`config.mk`:
```
export PLATFORM = sky130hd
export DESIGN_NAME = instr_sequencer
export DESIGN_NICKNAME = d
export VERILOG_FILES = /design/src/rtl/instr_sequencer_pkg.sv /design/src/rtl/instr_sequencer_branch_target_table.sv /design/src/rtl/instr_sequencer.sv
export SDC_FILE = /design/constraint.sdc
export NUM_CORES = 1
export LEC_CHECK = 0
export CAP_MARGIN = 20
export CORE_AREA = 4 4 168 170
export DETAILED_ROUTE_END_ITERATION = 8
export DIE_AREA = 0 0 172 174
export GPL_ROUTABILITY_DRIVEN = 0
export PLACE_DENSITY = 0.84
export SETUP_SLACK_MARGIN = 0.4
export SLEW_MARGIN = 25
export SYNTH_ARGS = -nofsm -noshare
export SYNTH_HDL_FRONTEND = slang
export SYNTH_HIERARCHICAL = 1
export SYNTH_SLANG_ARGS = --single-unit
```
`constraint.sdc`:
```
create_clock -name clk -period 26 [get_ports clk]
set_input_delay 5.2 -clock clk [delete_from_list [all_inputs] [get_ports clk]]
set_output_delay 5.2 -clock clk [all_outputs]
set_load 0.05 [all_outputs]
```
`src/rtl/instr_sequencer_pkg.sv`:
```
// Shared types and constants for the 9-bit accumulator core instruction sequencer.
package instr_sequencer_pkg;

  typedef enum logic [2:0] {
    ST_IDLE,
    ST_FETCH,
    ST_EXEC,
    ST_MEM_WAIT,
    ST_HALT
  } seq_state_e;

  localparam int unsigned CNT_W = 16;

  // Instruction layout: inst[8] op class, inst[7:5] sub-op, inst[4:0] branch key.
  localparam logic [8:0] HALT_INST_DEF = 9'h1FF;
  localparam logic [3:0] OP_BRANCH     = 4'b1000;

  function automatic logic [CNT_W-1:0] sat_inc(input logic [CNT_W-1:0] v);
    return (&v) ? v : v + 1'b1;
  endfunction

endpackage

```
`src/rtl/instr_sequencer_branch_target_table.sv`:
```
// Branch target table: flop array, one synchronous write port, one combinational read port.
module branch_target_table #(
  parameter int unsigned KEY_W = 5,
  parameter int unsigned PC_W  = 10
) (
  input  logic             clk,
  input  logic             reset,
  input  logic             we,
  input  logic [KEY_W-1:0] waddr,
  input  logic [PC_W-1:0]  wdata,
  input  logic [KEY_W-1:0] raddr,
  output logic [PC_W-1:0]  rdata
);

  localparam int unsigned DEPTH = 2 ** KEY_W;

  logic [DEPTH-1:0][PC_W-1:0] tbl;

  always_ff @(posedge clk or posedge reset) begin
    if (reset) tbl <= '0;
    else if (we) tbl[waddr] <= wdata;
  end

  // Read sees the pre-write contents when write and lookup hit the same key.
  assign rdata = tbl[raddr];

endmodule

```
`src/rtl/instr_sequencer.sv`:
```
// Instruction sequencer: owns the PC, steps FETCH -> EXEC (-> MEM_WAIT), gates commits.
module instr_sequencer
  import instr_sequencer_pkg::*;
#(
  parameter int unsigned       PC_W      = 10,
  parameter int unsigned       INST_W    = 9,
  parameter int unsigned       KEY_W     = 5,
  parameter int unsigned       MEM_LAT   = 1,
  parameter logic [PC_W-1:0]   START_PC  = '0,
  parameter logic [INST_W-1:0] HALT_INST = INST_W'(HALT_INST_DEF)
) (
  input  logic              clk,
  input  logic              reset,
  input  logic              start,
  output logic              done,
  output logic [PC_W-1:0]   pc_o,
  input  logic [INST_W-1:0] inst_i,
  output logic [INST_W-1:0] inst_o,
  input  logic              branch_en_i,
  input  logic              mem_rd_i,
  input  logic              mem_wr_i,
  output logic              commit_en,
  input  logic              tbl_we,
  input  logic [KEY_W-1:0]  tbl_addr,
  input  logic [PC_W-1:0]   tbl_data,
  output logic [CNT_W-1:0]  insn_count
);

  localparam bit         HAS_LAT   = (MEM_LAT != 0);
  localparam logic [2:0] WAIT_INIT = HAS_LAT ? 3'(MEM_LAT - 1) : 3'd0;

  seq_state_e      state;
  logic [2:0]      wait_cnt;
  logic [PC_W-1:0] tbl_rd;
  logic [PC_W-1:0] pc_next;
  logic            is_halt;
  logic            mem_stall;
  logic            commit;

  branch_target_table #(
    .KEY_W (KEY_W),
    .PC_W  (PC_W)
  ) u_btt (
    .clk   (clk),
    .reset (reset),
    .we    (tbl_we),
    .waddr (tbl_addr),
    .wdata (tbl_data),
    .raddr (inst_o[KEY_W-1:0]),
    .rdata (tbl_rd)
  );

  assign is_halt   = (inst_o == HALT_INST);
  assign mem_stall = HAS_LAT && (mem_rd_i || mem_wr_i);

  // commit_en qualifies the decoder's write enables for the instruction
  // currently in inst_o, so it must be valid in the same cycle; it is
  // decoded from state and forced low the instant reset returns state to IDLE.
  assign commit  = ((state == ST_EXEC) && !is_halt && !mem_stall) ||
                   ((state == ST_MEM_WAIT) && (wait_cnt == '0));
  assign commit_en = commit;

  assign pc_next = branch_en_i ? tbl_rd : pc_o + 1'b1;

  always_ff @(posedge clk or posedge reset) begin
    if (reset) begin
      state      <= ST_IDLE;
      pc_o       <= '0;
      inst_o     <= '0;
      done       <= 1'b0;
      wait_cnt   <= '0;
      insn_count <= '0;
    end else begin
      if (commit) insn_count <= sat_inc(insn_count);
      case (state)
        ST_IDLE: begin
          if (start) begin
            state      <= ST_FETCH;
            pc_o       <= START_PC;
            insn_count <= '0;
          end
        end
        ST_FETCH: begin
          inst_o <= inst_i;
          state  <= ST_EXEC;
        end
        ST_EXEC: begin
          if (is_halt) begin
            state <= ST_HALT;
            done  <= 1'b1;
          end else if (mem_stall) begin
            wait_cnt <= WAIT_INIT;
            state    <= ST_MEM_WAIT;
          end else begin
            pc_o  <= pc_next;
            state <= ST_FETCH;
          end
        end
        ST_MEM_WAIT: begin
          if (wait_cnt == '0) begin
            pc_o  <= pc_next;
            state <= ST_FETCH;
          end else begin
            wait_cnt <= wait_cnt - 1'b1;
          end
        end
        ST_HALT: begin
          if (start) begin
            state      <= ST_FETCH;
            pc_o       <= START_PC;
            done       <= 1'b0;
            insn_count <= '0;
          end
        end
        default: state <= ST_IDLE;
      endcase
    end
  end

endmodule

```
# Yosys cells after proc, flatten, opt, wreduce, memory -nomap -nowiden
# Cells that the tools add are included.
[word_totals] inputBits=31 reg_bits=362 out_inout_bits=37 wordCells=103
[op_classes] add_sub_neg=3 reduce_logical=19 n_eq_ne=13 n_lt_le_gt_ge=3 muxes=27
[ops] operator="$bwmux 320" n=1
[ops] operator="$mux 10" n=7
[ops] operator="$mux 16" n=4
[ops] operator="$bmux 10 s5" n=1
[ops] operator="$demux 10 s5" n=1
[ops] operator="$pmux 10 s3" n=1
[ops] operator="$mux 3" n=6
[ops] operator="$add 16x1->16 const B" n=1
[ops] operator="$reduce_and 16->1" n=1
[ops] operator="$lt 5x6->1 const B" n=2
[ops] operator="$ne 2x2->1 const B" n=6
[ops] operator="$pmux 3 s4" n=1
[ops] operator="$add 10x1->10 const B" n=1
[ops] operator="$eq 9x9->1 const B" n=1
[ops] operator="$eq 3x2->1 const B" n=2
[ops] operator="$logic_not 3->1" n=2
[ops] operator="$pmux 3 s2" n=1
[ops] operator="$ge 5x1->1 const B" n=1
[ops] operator="$reduce_and 5->1" n=1
[ops] operator="$logic_and 1x1->1" n=4
[ops] operator="$ne 2x1->1 const B" n=2
[ops] operator="$reduce_and 4->1" n=1
[ops] operator="$reduce_bool 2->1" n=2
[ops] operator="$eq 3x1->1 const B" n=1
[ops] operator="11 further kinds" n=14

# Depth between registers and ports, before layout
# Gate-level depths: netlist of the first run.
[depth] ltp_word=8 depth_mapped=11

# Modules after synthesis
# The synthesis of the first run kept the hierarchy.
[by_module_without_submodules] mod="branch_target_table" seq_area_each_um2=8007.7 area_per_inst_um2=15155.8 cells_per_inst=1085 instances=1
[by_module_without_submodules] mod="instr_sequencer" seq_area_each_um2=1051.0 area_per_inst_um2=2223.4 cells_per_inst=238 instances=1

# Least setup slack after synthesis of the first run
# Ideal clock, no wire load.
[synth_timing] kind="in2out" start="input port mem_wr_i" end="output port commit_en" arrival_time_ns=6.327 setup_slack_ns=14.473 n_path_buf=0 cell_stages=4 path_cell_list="o21ba_1 > nand2b_4 > or3_2 > inv_1"
[synth_between] elab_chain_len=4
[synth_lines] element="start, declared" line="instr_sequencer.sv:21" rtl="input logic mem_wr_i,"
[synth_lines] element="$logic_or 1x1->1" line="instr_sequencer.sv:54" rtl="assign mem_stall = HAS_LAT && (mem_rd_i || mem_wr_i);"
[synth_lines] element="$logic_not 1->1" line="instr_sequencer.sv:59" rtl="assign commit = ((state == ST_EXEC) && !is_halt && !mem_stall) ||"
[synth_lines] element="$logic_and 1x1->1" line="instr_sequencer.sv:59"
[synth_lines] element="$logic_or 1x1->1" line="instr_sequencer.sv:59"
[synth_lines] element="end, declared" line="instr_sequencer.sv:22" rtl="output logic commit_en,"
# Every way passes these cells.

# Worst setup path in the final report of the first run
# Same ends and word-level chain as after synthesis.

==> flow_summary.toml, run 1 <==
[synthesis]
ys_warn_count = 6
synth_fa_ha_area_frac = 0.002880
yosysSeqAreaShare = 0.5212
synth_xor_area_frac = 0.0005040
synthSimpleGateAreaFrac = 0.07682
synth_edf_count = 0
avgSynthCellArea_um2 = 13.14
synth_mux_area_frac = 0.3108
synth_compound_area_frac = 0.06091
ys_types = 63
synth_seq_cells = 362
synth_top_family_by_area = "multiplexers"
syn_nets = 1358
syn-cell-area_mm2 = 0.01738
synth_flop_cell = "dfrtp_1"
async_flop_share = 1.000
postSynthCellCount = 1323

[grt]
antenna_found_initial = 0
grt-ovfl-total = 0
grt_first_pass_wirelength_mm = 63.97
grt_pass1_vias = 11456
grt_start_max_net_pins = 159
grt.total_usage = 0.2683

[hold_path]
hold_path.class = "reg -> reg"
hp-start = "wait_cnt[1]$_DFFE_PP0P_"

[pwr]
power_frac_clock = 0.264
p_comb_frac = 0.356
p_sw_uw = 703.7
ir_drop_v = 0.00008993
netSwitchingFraction = 0.3523
pwr-share-seq = 0.379
power.total_mw = 1.998
p_int_mw = 1.294
power_density_mw_per_mm2 = 102.9
leakagePower_nw = 9.004

[clock_tree]
clk_latency_ns = 0.52
clk_pin_slew_ns = 0.06
cts_buffer_depth = 3
numCtsBuffers = 38
cts_tree = "built"
htreeDepth = 2
cts.sinks = 362
hold_buffers = 0
cts_setup_buffers = 0
cts_resized = 0
cts_root_buffer = "clkbuf_16"

[timing]
slew_violations = 0
fmax_ghz = 0.07822
final.setup_skew_ns = 0.01310
worstMarginPinSlew_ns = 0.9223
finalCriticalPeriod_ns = 12.79
fin_setup_tns_ns = 0
hold_viol = 0
setup_viol = 0
rsz0062_at_grt = "no"
slew_headroom = 0.3818
period_share = 0.4917
worst_slack_ns = 13.21

[setup_path]
worstPathArrival_ns = 7.59
crit_type = "in -> out"
cpMaxStageDelayCell = "clkdlybuf4s50_1"
crit_family = "buffers and inverters"
worstPathBufferInverterCount = 3
critPathCaptureType = "primary output"
r2r_slack_ns = 22.79
max_stage_delay_ns = 0.85
path_max_fanout = 11
cp.required_ns = 20.80
crit_top_cell = "clkdlybuf4s50_1"
worstSetupStartpointType = "primary input"
startpoint = "mem_wr_i"
r2r-start = "inst_o[1]$_DFFE_PP0N_"
cp_cell_sequence = "clkdlybuf4s50_1 -> o21ba_1 -> nand2b_4 -> or3_2 -> inv_1 -> clkdlybuf4s50_1"

[detailed_routing]
routed_wl_mm = 40.21
dr.pass1.iters = 5
avgViaCountPerCell = 6.474
route.detailed.drc = 0
dr.first_iter.drc_count = 792
vias = 11174
avgRoutedWirePerCell_um = 23.29
drtAntennaViolNets = 0

[layout]
fin_cells = 1726
areaGrowthSynthToFinish_pct = 11.73
nFillCells = 1774
drive_above_1_share = 0.3292
layout.cells.most_common_list = "dfrtp_1, mux2_2, mux2i_1, clkdlybuf4s50_1, a22oi_1"
final_nets = 1393
diodes = 0
layout_commonest_cell = "dfrtp_1"

[place]
port_buffers = 67
dp.cells = 1659
place_ws_ns = 13.23
place_hpwl_mm = 24.06

[floorplan]
rows = 60
die_y_um = 174
start_util = 0.6503
io-pin-count = 68
core-area_mm2 = 0.02673
die_w_um = 172
die-area_mm2 = 0.02993

[run]
drv_cap = 0

[status]
status = "completed"
## layer usage
layer	up-vias	track usage	part of all wire
met4	0	0.05961	0.017
met3	53	0.04549	0.052
met1	5884	0.3853	0.44
met2	309	0.4344	0.49
met5	-	0	0
li1	4928	-	-
## metrics by stage
step / utilization / hold WS [ns] / instance area, µm²
finish: 0.7265 / 0.4811 / 19420
global route: 0.7265 / 0.5075 / 19420
CTS: 0.7258 / 0.4841 / 19400
detailed placement: 0.6807 / 0.4716 / 18190
global placement: 0.6814 / 0.4598 / 18210
floorplan: - / 0.4485 / 17380
## worst register-to-register path, cell delays in order (launching register included)
cell     delay (ns)
dfrtp_4        0.43
buf_12         0.63
buf_4          0.78
mux2i_1        0.24
a22oi_1        0.31
nand4_1        0.16
nand3_1        0.19
nand2_1        0.08
nor2_1         0.12
a21oi_1        0.05
o21ai_0        0.15
## synth_stat cells, drive strengths merged (2+ instances only)
cell	count	area share
a31oi	14	0.0050
nor2	34	0.016
or3	5	0.0019
nor3	18	0.0058
nor4b	2	0.0010
clkbuf	54	0.012
inv	12	0.0026
a22oi	43	0.019
o21ai	24	0.0069
o31ai	7	0.0030
buf	34	0.012
mux2i	162	0.093
and2	3	0.0011
o311ai	2	0.0010
or2	7	0.0025
nand3	32	0.0099
or4	4	0.0017
a22o	20	0.010
nand3b	5	0.0043
nand2b	4	0.0019
ha	4	0.0029
or3b	2	0.0010
nand4	16	0.0058
a311oi	2	0.0010
o41ai	3	0.0015
nor4	3	0.0011
dfrtp	362	0.52
a21oi	36	0.010
nor3b	5	0.0044
nand2	58	0.015
nor2b	5	0.0018
mux2	329	0.22
## sequential cells by signal, summed over array words and instances (netlist names)
name / flops
u_btt/tbl: 320
insn_count: 16
pc_o: 10
inst_o: 9
state: 3
wait_cnt: 3
done: 1
## power groups by stage
stage | logic, mW | registers, mW | clock network (mW)
after floorplan | 0.481 | 0.790 | 0
after global placement | 0.688 | 0.755 | 0
after detailed placement | 0.701 | 0.764 | 0
after CTS | 0.708 | 0.755 | 0.536
after global routing | 0.759 | 0.771 | 0.561
final | 0.712 | 0.758 | 0.528
## cell families (layout without fill, tap and decap cells)
family	after synthesis	count (layout)
muxes	491	491
DFF	362	362
and+or+nand+nor	207	207
AOI/OAI and AO/OA	158	158
buffers and inverters	100	162
adders and majority gates	4	4
xor gates and xnor gates	1	1
## final timing paths
path,endpoint,cells past startpoint
worst min register to register,wait_cnt[1]$_DFFE_PP0P_,2
max in group asynchronous,u_btt/tbl[35]$_DFFE_PP0P_,3
worst max-delay path,commit_en,6
min in group asynchronous,wait_cnt[2]$_DFFE_PP0P_,2
worst max register to register,pc_o[9]$_DFFE_PP0P_,10
worst min-delay path,wait_cnt[1]$_DFFE_PP0P_,2
## cell type report
class	instances	area, µm²	share of cell area
sequential	362	9062	0.4667
multi-input combinational	861	7873	0.4054
clock buffer	53	1059	0.05451
timing repair buffer	83	790.8	0.04072
tap	341	426.7	0.02197
clock inverter	14	148.9	0.007668
inverter	12	57.56	0.002964
(Power assumes the default switching activity.)
==> run 2: changes to the inputs <==
--- a/config.mk
+++ b/config.mk
@@ -6,11 +6,11 @@
 export NUM_CORES = 1
 export LEC_CHECK = 0
 export CAP_MARGIN = 20
-export CORE_AREA = 4 4 168 170
+export CORE_AREA = 4 4 183 185
 export DETAILED_ROUTE_END_ITERATION = 8
-export DIE_AREA = 0 0 172 174
+export DIE_AREA = 0 0 187 189
 export GPL_ROUTABILITY_DRIVEN = 0
-export PLACE_DENSITY = 0.84
+export PLACE_DENSITY = 0.75
 export SETUP_SLACK_MARGIN = 0.4
 export SLEW_MARGIN = 25
 export SYNTH_ARGS = -nofsm -noshare
==> constraint.sdc (replaced) <==
create_clock -name clk -period 11.45 [get_ports clk]
set_input_delay 2.29 -clock clk [delete_from_list [all_inputs] [get_ports clk]]
set_output_delay 2.29 -clock clk [all_outputs]
set_load 0.05 [all_outputs]
==> flow_summary.toml, run 2 (same netlist as run 1, synthesis figures left out) <==
[status]
status = "completed"

[detailed_routing]
route.detailed.drc = 0
dr.first_iter.drc_count = 685
routed_wl_mm = 40.14
vias = 11028
avgRoutedWirePerCell_um = 22.28
dr.pass1.iters = 5
drtAntennaViolNets = 0
avgViaCountPerCell = 6.123

[grt]
grt-ovfl-total = 0
grt_first_pass_wirelength_mm = 63.76
grt.total_usage = 0.2246
grt_start_max_net_pins = 202
antenna_found_initial = 0
grt_pass1_vias = 11364

[clock_tree]
cts_setup_buffers = 0
cts.sinks = 362
clk_pin_slew_ns = 0.06
clk_latency_ns = 0.52
hold_buffers = 0
htreeDepth = 2
cts_tree = "built"
cts_resized = 0
numCtsBuffers = 39
cts_root_buffer = "clkbuf_16"
cts_buffer_depth = 3

[timing]
final.setup_skew_ns = 0.01094
period_share = 0.6079
finalCriticalPeriod_ns = 6.961
slew_violations = 0
worstMarginPinSlew_ns = 1.001
worst_slack_ns = 4.489
fin_setup_tns_ns = 0
fmax_ghz = 0.1437
setup_viol = 0
rsz0062_at_grt = "no"
whs_ns = 0.4842
hold_viol = 0
slew_headroom = 0.3268

[place]
place_hpwl_mm = 24.54
placed_cell_area_mm2 = 0.01833
port_buffers = 67
dp.cells = 1728
place_ws_ns = 4.496

[setup_path]
cp.required_ns = 9.16
crit_top_cell = "clkdlybuf4s50_1"
r2r-start = "inst_o[1]$_DFFE_PP0N_"
path_max_fanout = 11
regToRegEndpoint = "pc_o[9]$_DFFE_PP0P_"
max_stage_delay_ns = 0.85
crit_type = "in -> out"
cpMaxStageDelayCell = "clkdlybuf4s50_1"
reg2reg_depth = 10
critPathCaptureType = "primary output"
worstPathArrival_ns = 4.67
r2r_slack_ns = 7.95
cp_cell_sequence = "clkdlybuf4s50_1 -> o21ba_1 -> nand2b_4 -> or3_2 -> inv_1 -> clkdlybuf4s50_1"
worstSetupStartpointType = "primary input"

[hold_path]
hp-start = "wait_cnt[2]$_DFFE_PP0P_"
hold_depth = 2
hold_path.class = "reg -> reg"
hold_end = "wait_cnt[2]$_DFFE_PP0P_"

[layout]
utilization = 0.6163
largest_reg_flops = 320
design_area_mm2 = 0.01975
fin_cells = 1801
reg_top3 = "u_btt/tbl: 320 flops, insn_count: 16 flops, pc_o: 10 flops"
areaGrowthSynthToFinish_pct = 13.63
layout_commonest_cell = "dfrtp_1"
layout.cells.most_common_list = "dfrtp_1, mux2_2, mux2i_1, clkdlybuf4s50_1, a22oi_1"
top_register = "u_btt/tbl"
final_nets = 1398
drive_above_1_share = 0.3319

[floorplan]
die_w_um = 187
start_util = 0.5424
rows = 66
die_y_um = 189
die-area_mm2 = 0.03534
io-pin-count = 68
core-area_mm2 = 0.03204

[pwr]
power_density_mw_per_mm2 = 235.4
ir_drop_v = 0.0002398
power.total_mw = 4.648
leakagePower_nw = 9.104

[run]
drv_cap = 0
-- run 2: worst max path at each step --
stage / startpoint / end / depth (start not counted)
final: mem_wr_i / commit_en / 6
after global routing: mem_wr_i / commit_en / 6
after CTS: mem_wr_i / commit_en / 6
after detailed placement: mem_wr_i / commit_en / 6
after global placement: mem_wr_i / commit_en / 6
after floorplan: reset / u_btt/tbl[0]$_DFFE_PP0P_ / 1
-- run 2: layout make-up --
type                    count  area, µm²
well taps                 408      510.5
inverters                  12      48.80
repair buffers             87      889.6
fillers                  2465      12290
clock inverters            12      167.7
multi-input cells         861       7876
diodes                      1      2.502
clock buffers              58       1190
flip-flops and latches    362       9062
-- run 2: worst max-delay path: cells and delay by family --
family	cells	cell delay, ns
AOI/OAI and AO/OA	1	0.20
buffers and inverters	3	1.47
and+or+nand+nor	2	0.70
-- run 2: report_power, final --
group	total (mW)	switching (mW)	internal (mW)	leakage, nW
Combinational	1.57	0.888	0.681	3.81
Clock	1.31	0.505	0.809	0.662
Sequential	1.76	0.221	1.54	4.63
Total	4.65	1.61	3.03	9.10
-- run 2: per-layer routing --
metal | vias up | GRT usage | wire (µm)
li1 | 4923 | - | -
met1 | 5751 | 0.3138 | 17680
met2 | 277 | 0.3604 | 18990
met3 | 77 | 0.04056 | 2182
met4 | 0 | 0.07395 | 1280
met5 | - | 0 | 0
